[config.mk]
export PLATFORM = sky130hd
export DESIGN_NAME = spi_ram_burst_flat
export DESIGN_NICKNAME = d
export VERILOG_FILES = /design/src/rtl/spi_ram_burst_pkg.sv /design/src/rtl/spi_ram_burst_if.sv /design/src/rtl/spi_ram_burst_mem.sv /design/src/rtl/spi_ram_burst.sv /design/src/flat_wrapper.sv
export SDC_FILE = /design/constraint.sdc
export NUM_CORES = 2
export LEC_CHECK = 0
export CAP_MARGIN = 20
export CORE_UTILIZATION = 50
export DETAILED_ROUTE_END_ITERATION = 10
export GPL_ROUTABILITY_DRIVEN = 0
export MAX_ROUTING_LAYER = met4
export PLACE_DENSITY = 0.71
export SLEW_MARGIN = 25
export SYNTH_ARGS = -nofsm -noshare
export SYNTH_HDL_FRONTEND = slang
export SYNTH_SLANG_ARGS = --single-unit
[constraint.sdc]
create_clock -name clk -period 4.2 [get_ports clk]
set_input_delay 0.63 -clock clk [delete_from_list [all_inputs] [get_ports clk]]
set_output_delay 0.63 -clock clk [all_outputs]
set_load 0.05 [all_outputs]
[src/rtl/spi_ram_burst_pkg.sv]
// Shared command encoding for the SPI RAM back-end.
// Each received word carries a 2-bit command prefix above the payload field.
package spi_ram_pkg;

  localparam int CMD_W = 2;

  typedef enum logic [CMD_W-1:0] {
    CMD_WR_ADDR = 2'b00,
    CMD_WR_DATA = 2'b01,
    CMD_RD_ADDR = 2'b10,
    CMD_RD_DATA = 2'b11
  } cmd_t;

endpackage

[src/rtl/spi_ram_burst_if.sv]
// Command/read-data bus between the SPI front-end (master) and the RAM back-end (slave).
// The slave holds off new commands while its read word is still waiting to be taken.
interface spi_ram_burst_if
  import spi_ram_pkg::*;
#(
  parameter int DATA_W = 8
);

  logic [DATA_W+CMD_W-1:0] din;
  logic                    rx_valid;
  logic                    rx_ready;
  logic [DATA_W-1:0]       dout;
  logic                    tx_valid;
  logic                    tx_ready;
  logic                    err;

  modport master (
    output din, rx_valid, tx_ready,
    input  rx_ready, dout, tx_valid, err
  );

  modport slave (
    input  din, rx_valid, tx_ready,
    output rx_ready, dout, tx_valid, err
  );

endinterface

[src/rtl/spi_ram_burst_mem.sv]
// Storage array for the SPI RAM: one write and one registered read per cycle, no reset.
// The read register only updates when enabled, so it keeps the last word read.
module spi_ram_mem #(
  parameter int DATA_W    = 8,
  parameter int ADDR_W    = 8,
  parameter int MEM_DEPTH = 256
) (
  input  logic              clk,
  input  logic              we,
  input  logic [ADDR_W-1:0] waddr,
  input  logic [DATA_W-1:0] wdata,
  input  logic              re,
  input  logic [ADDR_W-1:0] raddr,
  output logic [DATA_W-1:0] rdata
);

  logic [DATA_W-1:0] mem [MEM_DEPTH];

  always_ff @(posedge clk) begin
    if (we) begin
      mem[waddr] <= wdata;
    end
    if (re) begin
      rdata <= mem[raddr];
    end
  end

endmodule

[src/rtl/spi_ram_burst.sv]
// RAM back-end for the SPI slave: command decode, independent burst pointers,
// ready/valid flow control on both sides and a sticky out-of-range flag.
module spi_ram_burst
  import spi_ram_pkg::*;
#(
  parameter int DATA_W    = 8,
  parameter int ADDR_W    = 8,
  parameter int MEM_DEPTH = 256,
  parameter int AUTO_INC  = 1
) (
  input  logic             clk,
  input  logic             rst_n,
  spi_ram_burst_if.slave   bus
);

  logic [ADDR_W-1:0] wr_ptr;
  logic [ADDR_W-1:0] rd_ptr;
  logic              tx_valid_q;
  logic              dout_zero;
  logic              err_q;
  logic [DATA_W-1:0] mem_rdata;

  cmd_t              cmd;
  logic [DATA_W-1:0] payload;
  logic              accept;
  logic              wr_in_range;
  logic              rd_in_range;
  logic              mem_we;
  logic              mem_re;

  // Pointers wrap to zero at the end of the array, and also when parked out of range.
  function automatic logic [ADDR_W-1:0] next_ptr(input logic [ADDR_W-1:0] ptr);
    if (int'(ptr) >= MEM_DEPTH - 1) begin
      return '0;
    end
    return ptr + 1'b1;
  endfunction

  assign cmd         = cmd_t'(bus.din[DATA_W+CMD_W-1:DATA_W]);
  assign payload     = bus.din[DATA_W-1:0];
  assign bus.rx_ready = !tx_valid_q || bus.tx_ready;
  assign accept      = bus.rx_valid && bus.rx_ready;
  assign wr_in_range = int'(wr_ptr) < MEM_DEPTH;
  assign rd_in_range = int'(rd_ptr) < MEM_DEPTH;
  assign mem_we      = accept && (cmd == CMD_WR_DATA) && wr_in_range;
  assign mem_re      = accept && (cmd == CMD_RD_DATA) && rd_in_range;

  // dout_zero masks the un-reset memory read register after reset and on out-of-range reads.
  assign bus.dout     = dout_zero ? '0 : mem_rdata;
  assign bus.tx_valid = tx_valid_q;
  assign bus.err      = err_q;

  spi_ram_mem #(
    .DATA_W    (DATA_W),
    .ADDR_W    (ADDR_W),
    .MEM_DEPTH (MEM_DEPTH)
  ) u_mem (
    .clk   (clk),
    .we    (mem_we),
    .waddr (wr_ptr),
    .wdata (payload),
    .re    (mem_re),
    .raddr (rd_ptr),
    .rdata (mem_rdata)
  );

  always_ff @(posedge clk or negedge rst_n) begin
    if (!rst_n) begin
      wr_ptr     <= '0;
      rd_ptr     <= '0;
      tx_valid_q <= 1'b0;
      dout_zero  <= 1'b1;
      err_q      <= 1'b0;
    end else begin
      if (accept) begin
        unique case (cmd)
          CMD_WR_ADDR: wr_ptr <= payload[ADDR_W-1:0];
          CMD_WR_DATA: begin
            if (!wr_in_range) begin
              err_q <= 1'b1;
            end
            if (AUTO_INC != 0) begin
              wr_ptr <= next_ptr(wr_ptr);
            end
          end
          CMD_RD_ADDR: rd_ptr <= payload[ADDR_W-1:0];
          CMD_RD_DATA: begin
            dout_zero <= !rd_in_range;
            if (!rd_in_range) begin
              err_q <= 1'b1;
            end
            if (AUTO_INC != 0) begin
              rd_ptr <= next_ptr(rd_ptr);
            end
          end
        endcase
      end
      // A new read replaces the pending word in the same cycle it is taken.
      if (accept && (cmd == CMD_RD_DATA)) begin
        tx_valid_q <= 1'b1;
      end else if (bus.tx_ready) begin
        tx_valid_q <= 1'b0;
      end
    end
  end

endmodule

[src/flat_wrapper.sv]
// flat-port wrapper written by rule: the top's interface ports become plain ports
module spi_ram_burst_flat import spi_ram_pkg::*;
#(
  parameter int DATA_W    = 8,
  parameter int ADDR_W    = 8,
  parameter int MEM_DEPTH = 256,
  parameter int AUTO_INC  = 1
)
  (clk, rst_n, bus_din, bus_rx_valid, bus_tx_ready, bus_rx_ready, bus_dout, bus_tx_valid, bus_err);
  spi_ram_burst_if #(.DATA_W(DATA_W)) bus_i ();
  input  logic clk;
  input  logic rst_n;
  input wire logic [$bits(bus_i.din)-1:0] bus_din;
  input wire logic [$bits(bus_i.rx_valid)-1:0] bus_rx_valid;
  input wire logic [$bits(bus_i.tx_ready)-1:0] bus_tx_ready;
  output wire logic [$bits(bus_i.rx_ready)-1:0] bus_rx_ready;
  output wire logic [$bits(bus_i.dout)-1:0] bus_dout;
  output wire logic [$bits(bus_i.tx_valid)-1:0] bus_tx_valid;
  output wire logic [$bits(bus_i.err)-1:0] bus_err;
  assign bus_i.din = bus_din;
  assign bus_i.rx_valid = bus_rx_valid;
  assign bus_i.tx_ready = bus_tx_ready;
  assign bus_rx_ready = bus_i.rx_ready;
  assign bus_dout = bus_i.dout;
  assign bus_tx_valid = bus_i.tx_valid;
  assign bus_err = bus_i.err;
  spi_ram_burst #(.DATA_W(DATA_W), .ADDR_W(ADDR_W), .MEM_DEPTH(MEM_DEPTH), .AUTO_INC(AUTO_INC)) u_core (.clk(clk), .rst_n(rst_n), .bus(bus_i));
endmodule
==> results.json <==
{
  "path_buf_inv": 2,
  "grt_max_degree": 140,
  "overflow": 0,
  "syn_avg_cell_area_um2": 20.2,
  "finalWirelength_um": 211000,
  "port_buffers": 23,
  "slew_headroom": 0.196,
  "synth_xor_area_frac": 0,
  "final_cell_mix": "edfxtp_1 (2056), mux4_2 (403), buf_4 (376)",
  "critPathMaxStageDelay_ps": 1000,
  "via_count": 43240,
  "ys_ff_latch": 2074,
  "boundaryPins": 25,
  "p_total_w": 0.0472,
  "die_w_um": 405,
  "cts_resized": 0,
  "setup_slack_ps": 3.75,
  "wl_per_cell_um": 31.3,
  "async_reset_ff_frac": 0.00868,
  "grt_pass1_vias": 42167,
  "cts_root_buffer": "clkbuf_16",
  "path_common_cell": "buf_12",
  "drc": 0,
  "clock_skew_ps": 49.9,
  "dpl_worst_slack_ps": 260,
  "ant_nets": 0,
  "final_common_cell": "edfxtp_1",
  "clock-sinks": 2074,
  "synth_cell_types": 67,
  "crit_slowest_cell": "nor4_1",
  "synth_top_family_by_area": "multiplexers",
  "drive_gt1_frac": 0.246,
  "synth.mux.area_fraction": 0.145,
  "netlist_top_cells_area": "edfxtp_1 (76%), mux4_2 (11%), mux2i_1 (3.3%), nor2_1 (1.4%), a221oi_1 (0.71%)",
  "place_inst": 6380,
  "path_delay_family": "simple AND/OR/NAND/NOR gates",
  "cts_buffer_depth": 3,
  "placed_area_um2": 86300,
  "cp_max_fo": 45,
  "initialDrtViolationCount": 6213,
  "rsz0062_at_grt": "false",
  "routed_via_density": 6.41,
  "tritoncts": "built",
  "fmax_ghz": 0.238,
  "p_leak_nw": 30.1,
  "worst_pin_slew_ps": 1200,
  "grt_pass1_wl_um": 301000,
  "power.density_nw_per_um2": 509,
  "dieArea_um2": 164000,
  "yosys_warnings": 0,
  "rows": 147,
  "dpl.hpwl_um": 132000,
  "antenna_found_initial": 4,
  "syn_nets": 4051,
  "maxCapViolCount": 0,
  "firstDrtPassIters": 8,
  "pwr-share-clk": 0.377,
  "cts_made_buffers": 197,
  "nNetsFinal": 4440,
  "postCtsSetupBuffers": 0,
  "ys_seq_area_frac": 0.765,
  "pwr-share-comb": 0.136,
  "fp.dieH_um": 405,
  "synth_compound_area_frac": 0.0390,
  "status": "finished clean",
  "fin_setup_tns_ps": 0,
  "synth_top_area_cell": "edfxtp_1",
  "synthAdderAreaFrac": 0.000770,
  "crit_required_ps": 4760,
  "hold_path_class": "input pin to register",
  "worstSkewPairLatency_ps": 850,
  "startpoint_type": "register",
  "drv_slew": 0,
  "synth_area_um2": 81300,
  "period_needed_ps": 4200,
  "power_frac_seq": 0.488,
  "end_kind": "register",
  "cts_htree_levels": 4,
  "setup_viol": 0,
  "path_cells": "buf_12, buf_12, mux4_2, o2111ai_1, a21oi_1, nor4_1, o311ai_1",
  "swShare": 0.250,
  "hold_violations": 0,
  "synth-edff-count": 2056,
  "syn_inst": 4032,
  "clk_pin_slew_ps": 70,
  "cts_hold_buf": 1,
  "synth_top_area_share": 0.760,
  "fin_crit_sh": 0.999,
  "worstSetupPathType": "register to register",
  "p_int_w": 0.0354,
  "track_usage": 0.266,
  "synthSimpleGateAreaFrac": 0.0307,
  "fin_area_um2": 92800,
  "syn2layout_area_growth_pct": 14.1,
  "switching_power_w": 0.0118,
  "start_util": 0.505,
  "stdcell_count": 6744,
  "arrival_ps": 4750,
  "synth_ff_type": "edfxtp_1",
  "ir_worst_vdd_uv": 562,
  "core-area_um2": 161000
}
## registers in the layout, summed over array words and instances (netlist names)
register and cells:
u_core.dout_zero 1, u_core.rd_ptr 8, u_core.u_mem.rdata 8, u_core.wr_ptr 8, u_core.bus.tx_valid 1, u_core.u_mem.mem 2048
## power by group through the flow
stage,combinational (W),sequential [W],clock (W)
finish,0.00640,0.0230,0.0178
detailed placement,0.00631,0.0234,0
global route,0.00664,0.0230,0.0187
global placement,0.00625,0.0234,0
floorplan,0.00398,0.0233,0
CTS,0.00634,0.0230,0.0179
## worst reg2reg max path: cells and delay by family (launching register included)
kind | cells | cell delay [ps]
AOI/OAI and AO/OA | 3 | 740
and+or+nand+nor | 1 | 1000
DFF | 1 | 860
buffers and inverters | 2 | 710
muxes | 1 | 590
## metrics by stage
step / utilization / hold WS, ps
3_3_place_gp: 0.536 / 540
5_1_grt: 0.576 / 312
3_5_place_dp: 0.536 / 553
2_1_floorplan: - / 334
4_1_cts: 0.576 / 286
6_report: 0.576 / 322
## cell families after synthesis
| family | after synthesis |
|---|---|
| compound gates | 448 |
| fa+ha+maj | 5 |
| buf+inv | 253 |
| flops | 2074 |
| mux | 676 |
| other cells | 1 |
| simple gates | 575 |
## synth_stat cells (9+ instances only)
library cell,n
buf_2,50
a31oi_1,15
clkbuf_1,98
a22oi_1,77
a211oi_1,17
mux4_2,403
buf_6,47
nand2b_1,18
a21oi_1,70
buf_4,23
a221oi_1,66
o21ai_0,60
nand4_1,14
o22ai_1,34
and3_1,11
mux2i_1,265
buf_1,19
nor2_1,301
nor2b_1,25
edfxtp_1,2056
a22o_1,12
nand2_1,115
dfrtp_1,17
o211ai_1,9
a221o_1,18
nor3_1,26
o31ai_1,11
nand3_1,32
nor4_1,10
## layer usage
metal  routed length, um  global-route usage  up-vias  share of wire
met1               80300               0.365    22429           0.38
met5                   0                   -        -              0
met3               24000              0.0571      482           0.11
li1                    -                   -    17495              -
met4                9060               0.103        0          0.043
met2               97600               0.391     2834           0.46
## path summary, 6_finish.rpt
path                                  startpoint                 endpoint  slack (ps)  cells after the start
worst min register to register  u_core.dout_zero         u_core.dout_zero         560                      1
min in group asynchronous                  rst_n         u_core.wr_ptr[4]         330                      2
worst min-delay path                  bus_din[3]  u_core.u_mem.mem[55][3]         320                      1
worst max-delay path            u_core.rd_ptr[0]    u_core.u_mem.rdata[2]           4                      7
worst max register to register  u_core.rd_ptr[0]    u_core.u_mem.rdata[2]           4                      7
max in group asynchronous                  rst_n         u_core.rd_ptr[4]        3400                      2
## area by class of cell
class                   count  area, um2
repair buffers            434       3780
clock buffers             232       5060
inverters                   9       35.0
flip-flops and latches   2074      62200
diodes                      3       7.51
clock inverters           127       1360
fillers                 11484      68200
well taps                2160       2700
multi-input cells        1705      17600
Power figures use the tool's default switching activity.
